### config.mk
export PLATFORM = sky130hd
export DESIGN_NAME = interval_timer
export DESIGN_NICKNAME = d
export VERILOG_FILES = /design/src/rtl/interval_timer_pkg.sv /design/src/rtl/interval_timer.sv
export SDC_FILE = /design/constraint.sdc
export NUM_CORES = 1
export LEC_CHECK = 0
export CELL_PAD_IN_SITES_DETAIL_PLACEMENT = 0
export CELL_PAD_IN_SITES_GLOBAL_PLACEMENT = 1
export CORE_MARGIN = 4
export CORE_UTILIZATION = 34
export DETAILED_ROUTE_END_ITERATION = 10
export GPL_TIMING_DRIVEN = 1
export HOLD_SLACK_MARGIN = 0.1
export PLACE_DENSITY = 0.86
export SYNTH_ARGS = -nofsm -noshare
export SYNTH_HDL_FRONTEND = slang
export SYNTH_SLANG_ARGS = --single-unit
### constraint.sdc
create_clock -name clk -period 2.3 [get_ports clk]
set_input_delay 0.345 -clock clk [delete_from_list [all_inputs] [get_ports clk]]
set_output_delay 0.345 -clock clk [all_outputs]
set_load 0.005 [all_outputs]
### src/rtl/interval_timer_pkg.sv
// Shared traffic-system definitions: interval select codes, timer FSM states
// and the interval-code validity helper used by the timer and the parameter store.
package interval_timer_pkg;

    localparam int unsigned INTERVAL_W = 2;
    localparam int unsigned STATE_W    = 3;

    typedef enum logic [INTERVAL_W-1:0] {
        INT_BASE    = 2'b00,
        INT_EXT     = 2'b01,
        INT_YELLOW  = 2'b10,
        INT_INVALID = 2'b11
    } interval_e;

    typedef enum logic [STATE_W-1:0] {
        ST_IDLE   = 3'd0,
        ST_SELECT = 3'd1,
        ST_LOAD   = 3'd2,
        ST_COUNT  = 3'd3,
        ST_DONE   = 3'd4
    } timer_state_e;

    function automatic logic interval_valid(input logic [INTERVAL_W-1:0] code);
        return code != INT_INVALID;
    endfunction

endpackage

### src/rtl/interval_timer.sv
// Interval timer: selects an interval in the parameter store, loads its value
// after the store's read latency, then counts it down on tick_En.
module interval_timer
    import interval_timer_pkg::*;
#(
    parameter int unsigned CNT_W = 4
) (
    input  logic                  clk,
    input  logic                  reset,
    input  logic                  start_Timer,
    input  logic [INTERVAL_W-1:0] req_Interval,
    input  logic                  tick_En,
    input  logic [CNT_W-1:0]      value_In,
    output logic [INTERVAL_W-1:0] interval,
    output logic                  expired,
    output logic                  busy,
    output logic [CNT_W-1:0]      remaining
);

    timer_state_e          state;
    timer_state_e          state_nxt;
    logic [INTERVAL_W-1:0] interval_nxt;
    logic [CNT_W-1:0]      count_nxt;
    logic                  start_ok;

    assign start_ok = start_Timer && interval_valid(req_Interval);

    // State, select, counter and status registers
    always_ff @(posedge clk) begin
        if (reset) begin
            state     <= ST_IDLE;
            interval  <= INT_BASE;
            remaining <= '0;
            expired   <= 1'b0;
            busy      <= 1'b0;
        end else begin
            state     <= state_nxt;
            interval  <= interval_nxt;
            remaining <= count_nxt;
            expired   <= (state_nxt == ST_DONE);
            busy      <= (state_nxt != ST_IDLE);
        end
    end

    // A valid start is accepted from any state; outside IDLE/DONE it aborts
    always_comb begin
        state_nxt    = state;
        interval_nxt = interval;
        count_nxt    = remaining;
        if (start_ok) begin
            state_nxt    = ST_SELECT;
            interval_nxt = req_Interval;
        end else begin
            case (state)
                ST_IDLE: begin
                    state_nxt = ST_IDLE;
                end
                ST_SELECT: begin
                    state_nxt = ST_LOAD;
                end
                ST_LOAD: begin
                    count_nxt = value_In;
                    state_nxt = (value_In == '0) ? ST_DONE : ST_COUNT;
                end
                ST_COUNT: begin
                    // Saturating guard keeps the counter from wrapping below zero
                    if (tick_En && (remaining != '0)) begin
                        count_nxt = remaining - CNT_W'(1);
                        if (remaining == CNT_W'(1)) begin
                            state_nxt = ST_DONE;
                        end
                    end
                end
                ST_DONE: begin
                    state_nxt = ST_IDLE;
                end
                default: begin
                    state_nxt = ST_IDLE;
                end
            endcase
        end
    end

endmodule
Word level (Yosys, flattened, before mapping)
Index checks and enable logic that the tools add are counted.
{"block": "totals", "elab_cells": 28, "register_bits": 11, "out_inout_bits": 8, "in_bits": 10}
{"block": "classes", "n_reduce_logical": 7, "mux": 7, "n_addsub": 1, "eq_ne": 7, "bitwise_logic": 1}
{"op": "2-to-1 mux 3 bit", "n": 4}
{"op": "case mux 3 bit (3 select lines)", "n": 1}
{"op": "case mux 4 bit (2 select lines)", "n": 1}
{"op": "== test 3 x 2 -> 1 bit, second input constant", "n": 2}
{"op": "== test 4 x 1 -> 1 bit, second input constant", "n": 1}
{"op": "logical NOT 4 bit", "n": 1}
{"op": "2-to-1 mux 4 bit", "n": 1}
{"op": "inequality test 2 bit, second input constant", "n": 2}
{"op": "nonzero test 4 bit", "n": 1}
{"op": "subtractor 4 x 1 -> 4 bit, second input constant", "n": 1}
{"op": "== test 3 x 1 -> 1 bit, second input constant", "n": 1}
{"op": "== test 3 bit, second input constant", "n": 1}
{"op": "AND reduction 3 bit", "n": 1}
{"op": "nonzero test 3 bit", "n": 1}
{"op": "logical AND 1 bit", "n": 2}
{"op": "nonzero test 2 bit", "n": 1}
{"op": "inverter 1 bit", "n": 1}

Depth between registers and ports, before layout
{"block": "depth", "ltp_word": 6, "ltp_mapped": 6, "depth_no_buf": 6}

Least setup slack after synthesis
Ideal clock, no wire load.
{"block": "synth_timing", "path_kind": "register to register", "startpoint": "reg remaining[0]", "endpoint": "reg remaining[0]", "path_slack_ps": 866, "setup_ps": 117, "required_time_ps": 2183, "path_stages_with_launch": 7, "period_less_slack_ps": 1434, "t_arrival_ps": 1316, "path_buffers": 0, "path_cell_list": "dfxtp_1 inv_1 ha_1 inv_1 o2111a_2 o21ai_0 a32o_1"}
{"block": "synth_via", "elab_chain_len": 4, "word_cells_on_any_way": 7, "classes_between": "add/sub: 1; eq/ne: 1; mux: 2; reduce/logical: 3"}
{"item": "start: declaration", "line": "interval_timer.sv:17", "source": "output logic [CNT_W-1:0] remaining"}
{"item": "start signal: assignment", "line": "interval_timer.sv:39", "source": "remaining <= count_nxt;"}
{"item": "parallel branches: the longest is 4 deep, another holds subtractor 4 x 1 -> 4 bit"}
Parallel ways; which one is timed is not known. The select of a mux whose other input is x is not followed.
A chain may end at the register's enable or synchronous reset.

Worst setup path in the final report
{"block": "layout_timing", "startpoint": "reg remaining[0]", "endpoint": "out remaining[0]"}
No word-level cell between the ends.

==> metrics <==
status complete, no violations; synthesis-to-finish area growth 39.3%; worst path cell trace clkdlybuf4s50_1; Reg clk slew, reported paths 0.08 ns; Synth Area in Simple Gates 0.291; final wirelength 1.36 mm; Post-CTS Setup Inserts 0; drt drc 0; Worst Max-Slew Pin Slew 0.399 ns; detailed-route via count 555; Hold/Removal Path Class reg2reg; critical path capture point type primary output; later-pin clock latency in the skew report 0.28 ns; H-Tree Depth 1; global-route wire length before repair 2.14 mm; Clk Tree Root Cell clkbuf_4; ANT cells 0; GPL Wtd Cong 0.763; combinational family with the most area after synthesis simple AND/OR/NAND/NOR gates; power per cell area 521 nW/um^2; crit path kind reg2out; GR Overflow Total 0; Final period util 0.709; num rows 14; cell count after synthesis 66; # IOs 18; Syn Area/Cell 8.53 sq um; Peak Freq 613 MHz; slowest CP cell clkdlybuf4s50_1; Vias/cell 5.39; Worst Path Max Fanout 7; layout cell share with drive strength beyond 1 0.126; Post-DRT Antenna Nets 0; 1st-pass router iterations 4; flops & latches, synth 11; Synth cell types 31; initial antenna violation count 0; post-route minimum period 1.63 ns; P_leak 0.287 nW; share of flip-flops with an asynchronous set or reset 0; clock tree buffer depth 2; number of global-route vias before repair 494; mux contribution to synthesized area 0; WL/cell 13.2 um; CP bufs+invs 1; final setup vio count 0; Max-Slew Margin vs Limit 0.727; EDFF count, synth 0; Iter 0 DRT Violations 10; Die Y 48.7 um; Crit path largest cell delay 0.55 ns; Max-cap violations 0; syn nets 78; gr usage total 0.118; endpoints failing hold 0; Final Skew 0.00441 ns; Setup crit start kind flip-flop; Mapped Area 563 sq um; Post-DP Area 757 sq um; RSZ-0062 raised after global routing no; largest net degree at the start of global routing 10; worst vdd rail ir drop 0.343 mV; final total power 408 uW; full die area 2370 sq um; FF-to-FF setup slack 0.70 ns; final instance area 785 sq um; Final Max Slew Viols 0; crit path DAT 1.29 ns; hpwl dp 999 um; Synth Warn # 0; Hold Buf Count CTS 0; CTS tree yes; Primary FF master, synth dfxtp_1; Synth Area in Adders 0.0444; Initial Util 0.365; Data required, critical path 1.96 ns; Nets 100; Synth Area in XOR/XNOR 0; post-CTS resize count 0; PortBufs 17; post-synthesis compound-gate area fraction 0.233; Die Width 48.7 um; sequential share of the synthesized area 0.391; Num Clock Sinks 11; Fin Setup TNS 0 ns; core area 1540 sq um; TritonCTS buffer count 3; delay-heaviest family, CP buffers and inverters
worst paths after layout:
check / startpoint / end / cells after the start
setup / recovery: remaining[0] / remaining[0] / 1
hold / removal: remaining[3] / remaining[3] / 2
setup reg to reg: remaining[0] / remaining[0] / 6
hold reg to reg: remaining[3] / remaining[3] / 2
per-layer routing:
metal  track usage  vias to the layer above  part of all wire
li1              -                      284                 -
met1         0.132                      250              0.45
met2         0.191                       19              0.46
met3        0.0491                        2             0.070
met4        0.0538                        0             0.016
met5             0                        -                 0
stage by stage:
step                      worst slack [ns]  hold slack (ns)   util  instances
after floorplan                      0.866            0.479      -         66
after global placement               0.427            0.479  0.491         99
after detailed placement             0.397            0.484  0.491         99
after CTS                            0.662            0.507  0.509        103
after global routing                 0.530            0.523  0.509        103
final                                0.670            0.509  0.509        103
layout by cell type (no fill, tap or decap), types with 2 or more instances in the layout:
master,n
a21oi_1,3
clkbuf_4,3
clkdlybuf4s50_1,17
dfxtp_1,11
ha_1,2
inv_1,5
nand2_1,4
nor2_1,5
nor2b_1,4
nor3_1,6
o21ai_0,4
report_power, final:
part	total [mW]	switching [mW]	internal (mW)
logic	0.0653	0.0271	0.0382
clock network	0.138	0.0731	0.0645
registers	0.206	0.00764	0.198
total	0.408	0.108	0.301
sequential cells by signal, indices dropped and copies added, names as in the netlist:
name	flops
busy	1
expired	1
interval	2
remaining	4
state	3
final cells by class:
type	count	area [sq um]
Timing Repair Buffer	18	178
Sequential cell	11	220
Inverter	5	18.8
Clock inverter	1	5.00
Clock buffer	3	22.5
Fill cell	144	757
Multi-Input combinational cell	49	320
Tap cell	16	20.0
synth_stat cells (2+ instances only):
library cell / n / share of area
nor2_1: 5 / 0.033
o21ai_0: 4 / 0.036
a21oi_1: 3 / 0.027
nor3_1: 6 / 0.053
inv_1: 5 / 0.033
dfxtp_1: 11 / 0.39
ha_1: 2 / 0.044
nand2_1: 4 / 0.027
nor2b_1: 4 / 0.044
logic make-up after synthesis:
| kind of cell | Yosys count |
|---|---|
| compound gates | 18 |
| fa+ha+maj | 2 |
| buf+inv | 6 |
| flops | 11 |
| simple gates | 29 |
No activity file was read; power rests on OpenSTA's default activity.
